`config.mk`:
```
export PLATFORM = sky130hd
export DESIGN_NAME = sync_filter
export DESIGN_NICKNAME = d
export VERILOG_FILES = /design/src/rtl/sync_filter.sv
export SDC_FILE = /design/constraint.sdc
export NUM_CORES = 1
export LEC_CHECK = 0
export CORE_AREA = 2 2 39 41
export CTS_CLUSTER_SIZE = 8
export DETAILED_ROUTE_END_ITERATION = 10
export DIE_AREA = 0 0 41 43
export GPL_TIMING_DRIVEN = 0
export PLACE_DENSITY = 0.47
export SYNTH_ARGS = -nofsm -noshare
export SYNTH_HDL_FRONTEND = slang
export SYNTH_SLANG_ARGS = --single-unit
```
`constraint.sdc`:
```
create_clock -name clk -period 1.7 [get_ports clk]
set_clock_uncertainty 0.2 [all_clocks]
set_input_delay 0.34 -clock clk [delete_from_list [all_inputs] [get_ports clk]]
set_output_delay 0.34 -clock clk [all_outputs]
set_load 0.005 [all_outputs]
```
`src/rtl/sync_filter.sv`:
```
// sync_filter: multi-channel input conditioner for asynchronous pad inputs.
// Each channel runs through a SYNC_STAGES-deep synchronizer, then a glitch
// filter that only moves the output after FILT_CNT consecutive ce-qualified
// samples differ from the current output level.
//
// Ports:
//   clk     - rising-edge clock
//   reset   - synchronous, active-high; overrides everything else
//   ce      - filter sample enable; the synchronizer ignores it
//   din     - raw asynchronous inputs, one bit per channel
//   dout    - filtered level per channel (registered)
//   rise    - one-clock pulse when dout[i] goes 0->1
//   fall    - one-clock pulse when dout[i] goes 1->0
//   changed - OR of all rise/fall bits, same cycle as the pulses
module sync_filter #(
    parameter int unsigned      WIDTH       = 1,
    parameter int unsigned      SYNC_STAGES = 2,
    parameter int unsigned      FILT_CNT    = 4,
    parameter logic [WIDTH-1:0] RESET_VAL   = {WIDTH{1'b1}}
) (
    input  logic             clk,
    input  logic             reset,
    input  logic             ce,
    input  logic [WIDTH-1:0] din,
    output logic [WIDTH-1:0] dout,
    output logic [WIDTH-1:0] rise,
    output logic [WIDTH-1:0] fall,
    output logic             changed
);

    localparam int unsigned CW_RAW = $clog2(FILT_CNT + 1);
    localparam int unsigned CW     = (CW_RAW < 1) ? 1 : CW_RAW;
    localparam logic [CW-1:0] LAST = CW'(FILT_CNT - 1);

    logic [WIDTH-1:0]         sync_q [SYNC_STAGES];
    logic [WIDTH-1:0]         sync;
    logic [WIDTH-1:0][CW-1:0] cnt_q;
    logic [WIDTH-1:0][CW-1:0] cnt_next;
    logic [WIDTH-1:0]         dout_next;
    logic [WIDTH-1:0]         rise_next;
    logic [WIDTH-1:0]         fall_next;

    // Synchronizer chain shifts every clock, independent of ce.
    always_ff @(posedge clk) begin
        if (reset) begin
            for (int unsigned i = 0; i < SYNC_STAGES; i++) begin
                sync_q[i] <= RESET_VAL;
            end
        end else begin
            sync_q[0] <= din;
            for (int unsigned i = 1; i < SYNC_STAGES; i++) begin
                sync_q[i] <= sync_q[i-1];
            end
        end
    end

    assign sync = sync_q[SYNC_STAGES-1];

    // Per-channel filter: count consecutive differing samples; any matching
    // sample clears the count, so short glitches never reach dout.
    always_comb begin
        cnt_next  = cnt_q;
        dout_next = dout;
        rise_next = '0;
        fall_next = '0;
        if (ce) begin
            for (int unsigned ch = 0; ch < WIDTH; ch++) begin
                if (sync[ch] == dout[ch]) begin
                    cnt_next[ch] = '0;
                end else if (cnt_q[ch] == LAST) begin
                    cnt_next[ch]  = '0;
                    dout_next[ch] = sync[ch];
                    rise_next[ch] = sync[ch];
                    fall_next[ch] = ~sync[ch];
                end else begin
                    cnt_next[ch] = cnt_q[ch] + CW'(1);
                end
            end
        end
    end

    always_ff @(posedge clk) begin
        if (reset) begin
            cnt_q   <= '0;
            dout    <= RESET_VAL;
            rise    <= '0;
            fall    <= '0;
            changed <= 1'b0;
        end else begin
            cnt_q   <= cnt_next;
            dout    <= dout_next;
            rise    <= rise_next;
            fall    <= fall_next;
            changed <= |(rise_next | fall_next);
        end
    end

endmodule

```
; ---- Word-level counts from Yosys, hierarchy flattened
; Memory sizes are Yosys's and may differ from the RTL's.
; Cells that the tools add are included.
[classes]
add_sub_neg = 1
n_mul = 0
div = 0
n_lt_le_gt_ge = 0
n_eq_ne = 2
shift = 0
n_mux = 13
n_bitwise = 5
n_reduce_logical = 1
[ops]
columns = operator, n
row1 = $mux W1, 11
row2 = $mux W3, 2
row3 = $add A3 B1 Y3 const B, 1
row4 = $eq A3 B2 Y1 const B, 1
row5 = $or A1 B1 Y1, 3
row6 = $reduce_and A3 Y1, 1
row7 = $not A1 Y1, 2
row8 = $eq A1 B1 Y1, 1
[totals]
register_bits = 7
latchBits = 0
ramBits = 2
romBits = 0
inputBits = 4
out_inout_bits = 4
wordCells = 28
memories = 1
[mem_list]
columns = memory, words, width, rd, rd_clocked_by_memory_dff, wr, line
row1 = sync_q, 2, 1, 2, 0, 2, 35  ; logic [WIDTH-1:0] sync_q [SYNC_STAGES];

; ---- Longest topological paths before layout
; Gate-level depths: netlist of the first run.
[logic_depth]
word_depth = 5
depth_mapped = 4

; ---- Worst setup path before layout of the first run
; No wires, ideal clock.
[synth_path]
path_type = reg2reg
from = register cnt_q[0] (netlist name)
to = register cnt_q[0] (netlist name)
setup_time_ns = 0.070
t_arrival_ns = 1.224
required_ns = 1.430
path_slack_ns = 0.206
path_stages_with_launch = 5
n_path_buf = 0
period_less_slack_ns = 1.494
cell_sequence = dfxtp_1 ha_1 nor2b_1 or4b_1 a21oi_1
[synth_via]
elab_chain_cells = 3
word_cells_on_any_way = 4
[synth_lines]
columns = item, line
row1 = start: declaration, 37  ; logic [WIDTH-1:0][CW-1:0] cnt_q;
row2 = start signal: assignment, 90  ; cnt_q <= cnt_next;
row3 = $add A3 B1 Y3 / $eq A3 B2 Y1 (equally long branches), "76, 70"
row4 = $mux W3 *, 70  ; end else if (cnt_q[ch] == LAST) begin
row5 = $mux W3 *, 68  ; if (sync[ch] == dout[ch]) begin
; Mark *: on every way between the ends. The rest lies on a longest branch, timed or not.
; A chain may end at the register's enable or synchronous reset.

; ---- Final worst setup path of the first run
[layout_path]
from = register dout
to = output dout
[layout_lines]
columns = item, line
row1 = start: declaration, 25  ; output logic [WIDTH-1:0] dout,
row2 = start signal: assignment, 91  ; dout <= dout_next;
; No word-level cell between the ends.

==> reports/results.ini, run 1 <==
[worst_setup_path]
start_kind = register
path_cells = clkdlybuf4s50_1
critPathMaxFanout = 3
endpoint_kind = output pin
worstRegToRegCells = 4
worstPathRequired_ps = 1160
worstPathArrival_ps = 1090
path_class = reg2out
cp.depth = 1
cpPeakStageDelay_ps = 500
critPathBufInv = 1
slowest_stage = clkdlybuf4s50_1
cpLargestDelayFamily = buffers and inverters

[floorplanning]
num_io_pins = 8
die_h_um = 43
die_w_um = 41
initial_utilization_pct = 23.0
core-area_mm2 = 0.00138
rows = 14
dieArea_mm2 = 0.00176

[route]
ant_nets = 0
drt_iter0_drc = 4
met1Wirelength_um = 181
wl_per_cell_um = 8.50
postRouteWirelength_um = 476
first_pass_iters = 2
wl_met2_um = 236
num_vias = 241
wl_met3_um = 57
drc_errors = 0
top_layer = met3
vias_per_cell = 4.30

[yosys]
syn_inst = 29
syn_nets = 34
synth-seq-cells = 9
syn_area_um2 = 318
syn_area_per_cell_um2 = 11.0
synth.distinct_cells = 19
seq_area_frac_synth_pct = 56.7
yosysWarnings = 0

[timing]
worst_pin_slew_ps = 340
post-route-min-period_ps = 1630
finalSetupViolCount = 0
final-hold-violation-count = 0
fmaxAchievable_mhz = 612
period_share_pct = 96.1
rsz0062_at_grt = false
worst_slew_margin_rel_pct = 77.2
slew_violations = 0

[finish]
syn_to_final_growth_pct = 37.0
final_area_um2 = 435
drive_gt1_share_pct = 20.0
final_cells = 56
nets = 46
fillers = 147
antenna_cells = 0
fin_util_pct = 31.5

[hold_path]
hold_path.class = reg2reg
whs_path_depth = 1

[power_and_ir_drop]
power_w = 0.000390
power.density_mw_per_mm2 = 896
ir_drop_v = 0.000349
power_leakage_nw = 0.165

[clock_network]
path_clk_slew_ps = 50
cts-buffers-inserted = 3
cts_tree = yes
holdBufCountCts = 0
clock_latency_ps = 260
cts_buffer_depth = 2
ctsHtreeMaxLevel = 1
cts_setup_buffers = 0
post_cts_resize_count = 0
numClockSinks = 9
ctsRootBufferMaster = clkbuf_4

[grt]
grt_overflow_total = 0
grt_pass1_wl_um = 793
track_usage_pct = 7.77
grt_start_max_net_pins = 9
grt_pass1_vias = 205
antenna_found_initial = 0

[placement]
placed_area_um2 = 408
gp_congestion = 0.692
port_buffers = 7
place_inst = 52

[outcome]
status = finished clean

[run]
max_cap_viol_count = 0

kinds of logic (layout without fill, tap and decap cells):
| family | count (synthesis) | in the layout | synth area share (%) |
|---|---|---|---|
| compound gates | 4 | 4 | 7.87 |
| xor+xnor | 1 | 1 | 2.76 |
| fa+ha+maj | 1 | 1 | 3.94 |
| buf+inv | 1 | 12 | 1.18 |
| flops | 9 | 9 | 56.7 |
| simple gates | 13 | 13 | 27.6 |
path summary, 6_finish.rpt:
check,start,endpoint,slack (ps)
min reg2reg,sync_q[0][0],sync_q[0][1],210
max,dout,dout,70
min,sync_q[0][0],sync_q[0][1],210
max reg2reg,cnt_q[0],cnt_q[0],140
metrics by stage:
stage          hold slack (ps)  worst slack, ps  TNS (ps)
6_report                   206             66.3         0
5_1_grt                    220             18.7         0
3_3_place_gp               196            -30.8     -30.8
4_1_cts                    208             8.44         0
2_1_floorplan              189              206         0
3_5_place_dp               195            -40.7     -40.7
flip-flops by register name (all words and copies together), names as in the netlist:
name and flops:
dout 1, cnt_q 3, sync_q 2, rise 1, changed 1, fall 1
per-layer routing:
metal / global-route usage (%) / vias up
met2: 9.38 / 10
met4: 4.00 / 0
met1: 7.52 / 107
li1: - / 124
met3: 9.42 / 0
met5: 0 / -
synthesized netlist by cell type (all sizes together):
cell type  n  share of area, %
a21oi      1               1.6
nor3       1               1.6
o21ai      1               1.6
or4b       1               3.1
ha         1               3.9
xnor2      1               2.8
and2       1               2.4
o22ai      1               2.0
nor2b      2               3.9
nor4       1               2.0
and3b      1               2.8
and3       1               2.4
nand2      1               1.2
dfxtp      9                57
a211o      1               2.8
inv        1               1.2
or2        2               3.9
nand2b     1               2.0
nand3b     1               2.4
report_power, final:
part           internal [W]   total, W  switching (W)
registers          0.000214   0.000215     0.00000160
clock network     0.0000900   0.000158      0.0000679
logic             0.0000101  0.0000168     0.00000675
total              0.000314   0.000390      0.0000763
area by class of cell:
class | instances | area, um2 | share of cell area (%)
multi-input cells | 19 | 134 | 30.7
inverters | 1 | 3.75 | 0.862
clock buffers | 4 | 26.3 | 6.03
flip-flops and latches | 9 | 181 | 41.7
well taps | 16 | 20.0 | 4.60
repair buffers | 7 | 70.1 | 16.1
cell usage in the layout (no fill, tap or decap):
cell / count
clkdlybuf4s50_1: 7
nor4_1: 1
nand3b_1: 1
or2_2: 2
o21ai_0: 1
nand2b_1: 1
a21oi_1: 1
o22ai_1: 1
ha_1: 1
xnor2_1: 1
dfxtp_1: 8
nor3_1: 1
and3b_1: 1
nor2b_1: 2
and3_2: 1
and2_2: 1
clkbuf_4: 3
inv_1: 1
nand2_1: 1
a211o_1: 1
clkbuf_1: 1
or4b_1: 1
dfxtp_2: 1
No activity file was read; power rests on OpenSTA's default activity.
==> run 2: changes to the inputs <==
Settings changed: CELL_PAD_IN_SITES_DETAIL_PLACEMENT from default to 0, CELL_PAD_IN_SITES_GLOBAL_PLACEMENT from default to 2, PLACE_DENSITY 0.47 to 0.66.
==> reports/results.ini, run 2 (synthesis gave the netlist of run 1 again) <==
[power_and_ir_drop]
power.density_mw_per_mm2 = 898  ; was 896 mW/mm2
ir_drop_v = 0.000415  ; was 0.000349 V
power_leakage_nw = 0.165  ; unchanged

[timing]
fmaxAchievable_mhz = 615  ; was 612 MHz
worst_pin_slew_ps = 357  ; was 340 ps
fin_tns_setup_ps = 0  ; unchanged
rsz0062_at_grt = false  ; unchanged
post-route-min-period_ps = 1630  ; about the same
period_share_pct = 95.7  ; was 96.1%
worst_slew_margin_rel_pct = 76.0  ; was 77.2%
finalSetupViolCount = 0  ; unchanged
slew_violations = 0  ; unchanged
final-hold-violation-count = 0  ; unchanged

[worst_setup_path]
start_kind = register  ; unchanged
critPathBufInv = 1  ; unchanged
slowest_stage = clkdlybuf4s50_1  ; unchanged
worstPathArrival_ps = 1090  ; about the same
path_cells = clkdlybuf4s50_1  ; unchanged
cpPeakStageDelay_ps = 500  ; about the same
cpLargestDelayFamily = buffers and inverters  ; unchanged
path_class = reg2out  ; unchanged
endpoint_kind = output pin  ; unchanged
worstPathRequired_ps = 1160  ; about the same
ff2ff_setup_slack_ps = 100  ; was 140 ps
critPathMaxFanout = 3  ; unchanged

[clock_network]
holdBufCountCts = 0  ; unchanged
clock_latency_ps = 250  ; was 260 ps
cts_tree = yes  ; unchanged
cts_buffer_depth = 2  ; unchanged
cts-buffers-inserted = 3  ; unchanged
numClockSinks = 9  ; unchanged
ctsHtreeMaxLevel = 1  ; unchanged
ctsRootBufferMaster = clkbuf_4  ; unchanged
path_clk_slew_ps = 60  ; was 50 ps

[run]
max_cap_viol_count = 0  ; unchanged

[finish]
nets = 46  ; unchanged
final_area_um2 = 435  ; unchanged
fillers = 148  ; was 147
largest_reg_flops = 3  ; unchanged
layout_common_cells = 8 x dfxtp_1, 7 x clkdlybuf4s50_1, 3 x clkbuf_4  ; unchanged
reg_top3 = cnt_q (3), sync_q (2)  ; unchanged
top_register = cnt_q  ; unchanged
syn_to_final_growth_pct = 37.0  ; unchanged
drive_gt1_share_pct = 20.0  ; unchanged
final_common_cell = dfxtp_1  ; unchanged
fin_util_pct = 31.5  ; unchanged
antenna_cells = 0  ; unchanged

[floorplanning]
rows = 14  ; unchanged
initial_utilization_pct = 23.0  ; unchanged
core-area_mm2 = 0.00138  ; unchanged
die_h_um = 43  ; unchanged
die_w_um = 41  ; unchanged
num_io_pins = 8  ; unchanged
dieArea_mm2 = 0.00176  ; unchanged

[route]
vias_per_cell = 4.36  ; was 4.30
ant_nets = 0  ; unchanged
first_pass_iters = 4  ; was 2
num_vias = 244  ; was 241
drc_errors = 0  ; unchanged
postRouteWirelength_um = 503  ; was 476 um
wl_per_cell_um = 8.98  ; was 8.50 um
drt_iter0_drc = 5  ; was 4

[grt]
track_usage_pct = 7.97  ; was 7.77%
grt_overflow_total = 0  ; unchanged
antenna_found_initial = 0  ; unchanged
grt_pass1_wl_um = 848  ; was 793 um
grt_start_max_net_pins = 9  ; unchanged
grt_pass1_vias = 214  ; was 205

[hold_path]
hold_path.class = reg2reg  ; unchanged

[placement]
placed_area_um2 = 408  ; unchanged
gp_congestion = 0.694  ; was 0.692
port_buffers = 7  ; unchanged

[outcome]
status = finished clean  ; unchanged

[run 2: metal layers]
layer  global-route usage (%)  up-vias  share of wire (%)
met5                        0        -                  0
met4                     4.00        0                  0
met3                     7.85        0                5.8
met2                     10.0        8                 49
met1                     8.50      111                 46
li1                         -      125                  -
[run 2: final cells by class]
type / instances / area (um2) / share of cell area, %
flip-flops and latches: 9 / 181 / 41.7
multi-input cells: 19 / 134 / 30.7
repair buffers: 7 / 70.1 / 16.1
clock buffers: 4 / 26.3 / 6.03
well taps: 16 / 20.0 / 4.60
inverters: 1 / 3.75 / 0.862
[run 2: through the flow]
stage	hold WS [ps]	setup WS (ps)	total power, W	std cells
2_1_floorplan	189	206	0.000225	29
3_3_place_gp	196	-56.1	0.000237	52
3_5_place_dp	205	-75.5	0.000237	52
4_1_cts	219	22.8	0.000400	56
5_1_grt	241	10.9	0.000420	56
6_report	216	72.7	0.000391	56
[run 2: path summary, 6_finish.rpt]
kind | start | endpoint | depth (start not counted)
max | dout | dout | 1
min reg2reg | sync_q[0][0] | sync_q[0][1] | 1
max reg2reg | cnt_q[0] | cnt_q[0] | 4
min | sync_q[0][0] | sync_q[0][1] | 1
[run 2: where the power goes]
group,internal [W],switching [W],leakage [nW]
clock network,0.0000901,0.0000686,0.0150
logic,0.0000101,0.00000681,0.0779
registers,0.000214,0.00000156,0.0726
[run 2: what timing repair did]
action | 4_1_cts | 5_1_grt
setup endpoints to repair | 0 | 1
gates resized for setup | 0 | 1
setup buffers | 0 | 0
==> run 3: changes to the inputs <==
Settings changed: CTS_BUF_LIST from default to sky130_fd_sc_hd__clkbuf_4 sky130_fd_sc_hd__clkbuf_8 sky130_fd_sc_hd__clkbuf_16, CTS_CLUSTER_SIZE 8 to 40.
==> reports/results.ini, run 3 (synthesis gave the netlist of run 1 again) <==
[clock_network]
cts_tree = yes  ; unchanged
cts-buffers-inserted = 3  ; unchanged
ctsHtreeMaxLevel = 1  ; unchanged
cts_setup_buffers = 0  ; unchanged
holdBufCountCts = 0  ; unchanged
clock_latency_ps = 250  ; about the same
post_cts_resize_count = 0  ; unchanged
numClockSinks = 9  ; unchanged
ctsRootBufferMaster = clkbuf_4  ; unchanged
path_clk_slew_ps = 60  ; about the same
cts_buffer_depth = 2  ; unchanged

[timing]
slew_violations = 0  ; unchanged
post-route-min-period_ps = 1630  ; about the same
rsz0062_at_grt = false  ; unchanged
worst_slew_margin_rel_pct = 75.7  ; was 76.0%
postLayoutSetupSlackWorst_ps = 72.7  ; about the same
finalSetupViolCount = 0  ; unchanged
final-hold-violation-count = 0  ; unchanged
fmaxAchievable_mhz = 615  ; about the same
period_share_pct = 95.7  ; about the same
worst_pin_slew_ps = 361  ; was 357 ps

[worst_setup_path]
path_cells = clkdlybuf4s50_1  ; unchanged
endpoint_kind = output pin  ; unchanged
cpPeakStageDelay_ps = 500  ; about the same
critPathBufInv = 1  ; unchanged
path_class = reg2out  ; unchanged
critPathMaxFanout = 3  ; unchanged
worstPathArrival_ps = 1090  ; about the same
worstPathRequired_ps = 1160  ; about the same
cpLargestDelayFamily = buffers and inverters  ; unchanged
start_kind = register  ; unchanged
slowest_stage = clkdlybuf4s50_1  ; unchanged

[route]
drc_errors = 0  ; unchanged
top_layer = met3  ; unchanged
num_vias = 246  ; was 244
first_pass_iters = 4  ; unchanged
met1Wirelength_um = 221  ; was 229 um
wl_met3_um = 39  ; was 29 um
postRouteWirelength_um = 493  ; was 503 um
vias_per_cell = 4.39  ; was 4.36
wl_per_cell_um = 8.80  ; was 8.98 um
wl_met2_um = 231  ; was 244 um
ant_nets = 0  ; unchanged
drt_iter0_drc = 4  ; was 5

[finish]
final_area_um2 = 439  ; was 435 um2
syn_to_final_growth_pct = 38.2  ; was 37.0%
antenna_cells = 0  ; unchanged
nets = 46  ; unchanged
layout_common_cells = 8 x dfxtp_1, 7 x clkdlybuf4s50_1, 4 x clkbuf_4  ; was 8 x dfxtp_1, 7 x clkdlybuf4s50_1, 3 x clkbuf_4
reg_top3 = cnt_q (3), sync_q (2)  ; unchanged
fillers = 146  ; was 148
drive_gt1_share_pct = 22.5  ; was 20.0%
final_common_cell = dfxtp_1  ; unchanged
top_register = cnt_q  ; unchanged
final_cells = 56  ; unchanged
largest_reg_flops = 3  ; unchanged

[grt]
antenna_found_initial = 0  ; unchanged
track_usage_pct = 7.77  ; was 7.97%
grt_pass1_vias = 205  ; was 214
grt_pass1_wl_um = 828  ; was 848 um
grt_overflow_total = 0  ; unchanged
grt_start_max_net_pins = 9  ; unchanged

[floorplanning]
die_h_um = 43  ; unchanged
die_w_um = 41  ; unchanged
rows = 14  ; unchanged
num_io_pins = 8  ; unchanged
dieArea_mm2 = 0.00176  ; unchanged
core-area_mm2 = 0.00138  ; unchanged
initial_utilization_pct = 23.0  ; unchanged

[outcome]
status = finished clean  ; unchanged

[power_and_ir_drop]
power_leakage_nw = 0.169  ; was 0.165 nW
sequentialPowerShare_pct = 52.9  ; was 55.1%
p_sw_w = 0.0000776  ; was 0.0000769 W
p_int_w = 0.000330  ; was 0.000314 W
power.density_mw_per_mm2 = 928  ; was 898 mW/mm2
p_clk_share_pct = 43.0  ; was 40.6%
swShare_pct = 19.0  ; was 19.7%
ir_drop_v = 0.000415  ; about the same
p_comb_share_pct = 4.1  ; was 4.3%

[placement]
port_buffers = 7  ; unchanged
place_inst = 52  ; unchanged
pre_cts_slack_ps = -75.5  ; unchanged
placed_area_um2 = 408  ; unchanged
gp_congestion = 0.694  ; unchanged

[run]
max_cap_viol_count = 0  ; unchanged

[hold_path]
hold_path.class = reg2reg  ; unchanged

run 3: metal layers:
| layer | vias up | GRT usage (%) |
|---|---|---|
| met1 | 109 | 8.50 |
| li1 | 124 | - |
| met2 | 13 | 9.38 |
| met5 | - | 0 |
| met3 | 0 | 7.85 |
| met4 | 0 | 4.00 |
run 3: worst paths after layout:
kind | startpoint | end | slack [ps] | depth (start not counted)
worst max-delay path | dout | dout | 70 | 1
worst min-delay path | sync_q[0][0] | sync_q[0][1] | 220 | 1
worst max register to register | cnt_q[0] | cnt_q[0] | 110 | 4
worst min register to register | sync_q[0][0] | sync_q[0][1] | 220 | 1
run 3: through the flow:
| stage | util [%] | total power (W) | setup TNS, ps | hold slack (ps) |
|---|---|---|---|---|
| final | 31.7 | 0.000407 | 0 | 216 |
| after global routing | 31.7 | 0.000438 | 0 | 241 |
| after CTS | 31.6 | 0.000417 | 0 | 219 |
| after detailed placement | 29.5 | 0.000237 | -87.0 | 205 |
| after global placement | 29.5 | 0.000237 | -56.1 | 196 |
| after floorplan | - | 0.000225 | 0 | 189 |
run 3: cell type report:
type,instances,area (um2),share of cell area [%]
Inverter,1,3.75,0.855
Sequential cell,9,181,41.3
Timing Repair Buffer,7,70.1,16.0
Clock buffer,4,30.0,6.84
Tap cell,16,20.0,4.56
Multi-Input combinational cell,19,134,30.5
run 3: power by group through the flow:
stage / logic (W) / registers [W] / clock network [W]
finish: 0.0000169 / 0.000215 / 0.000175
global route: 0.0000187 / 0.000216 / 0.000203
CTS: 0.0000171 / 0.000215 / 0.000185
detailed placement: 0.0000172 / 0.000220 / 0
global placement: 0.0000169 / 0.000220 / 0
floorplan: 0.00000584 / 0.000220 / 0
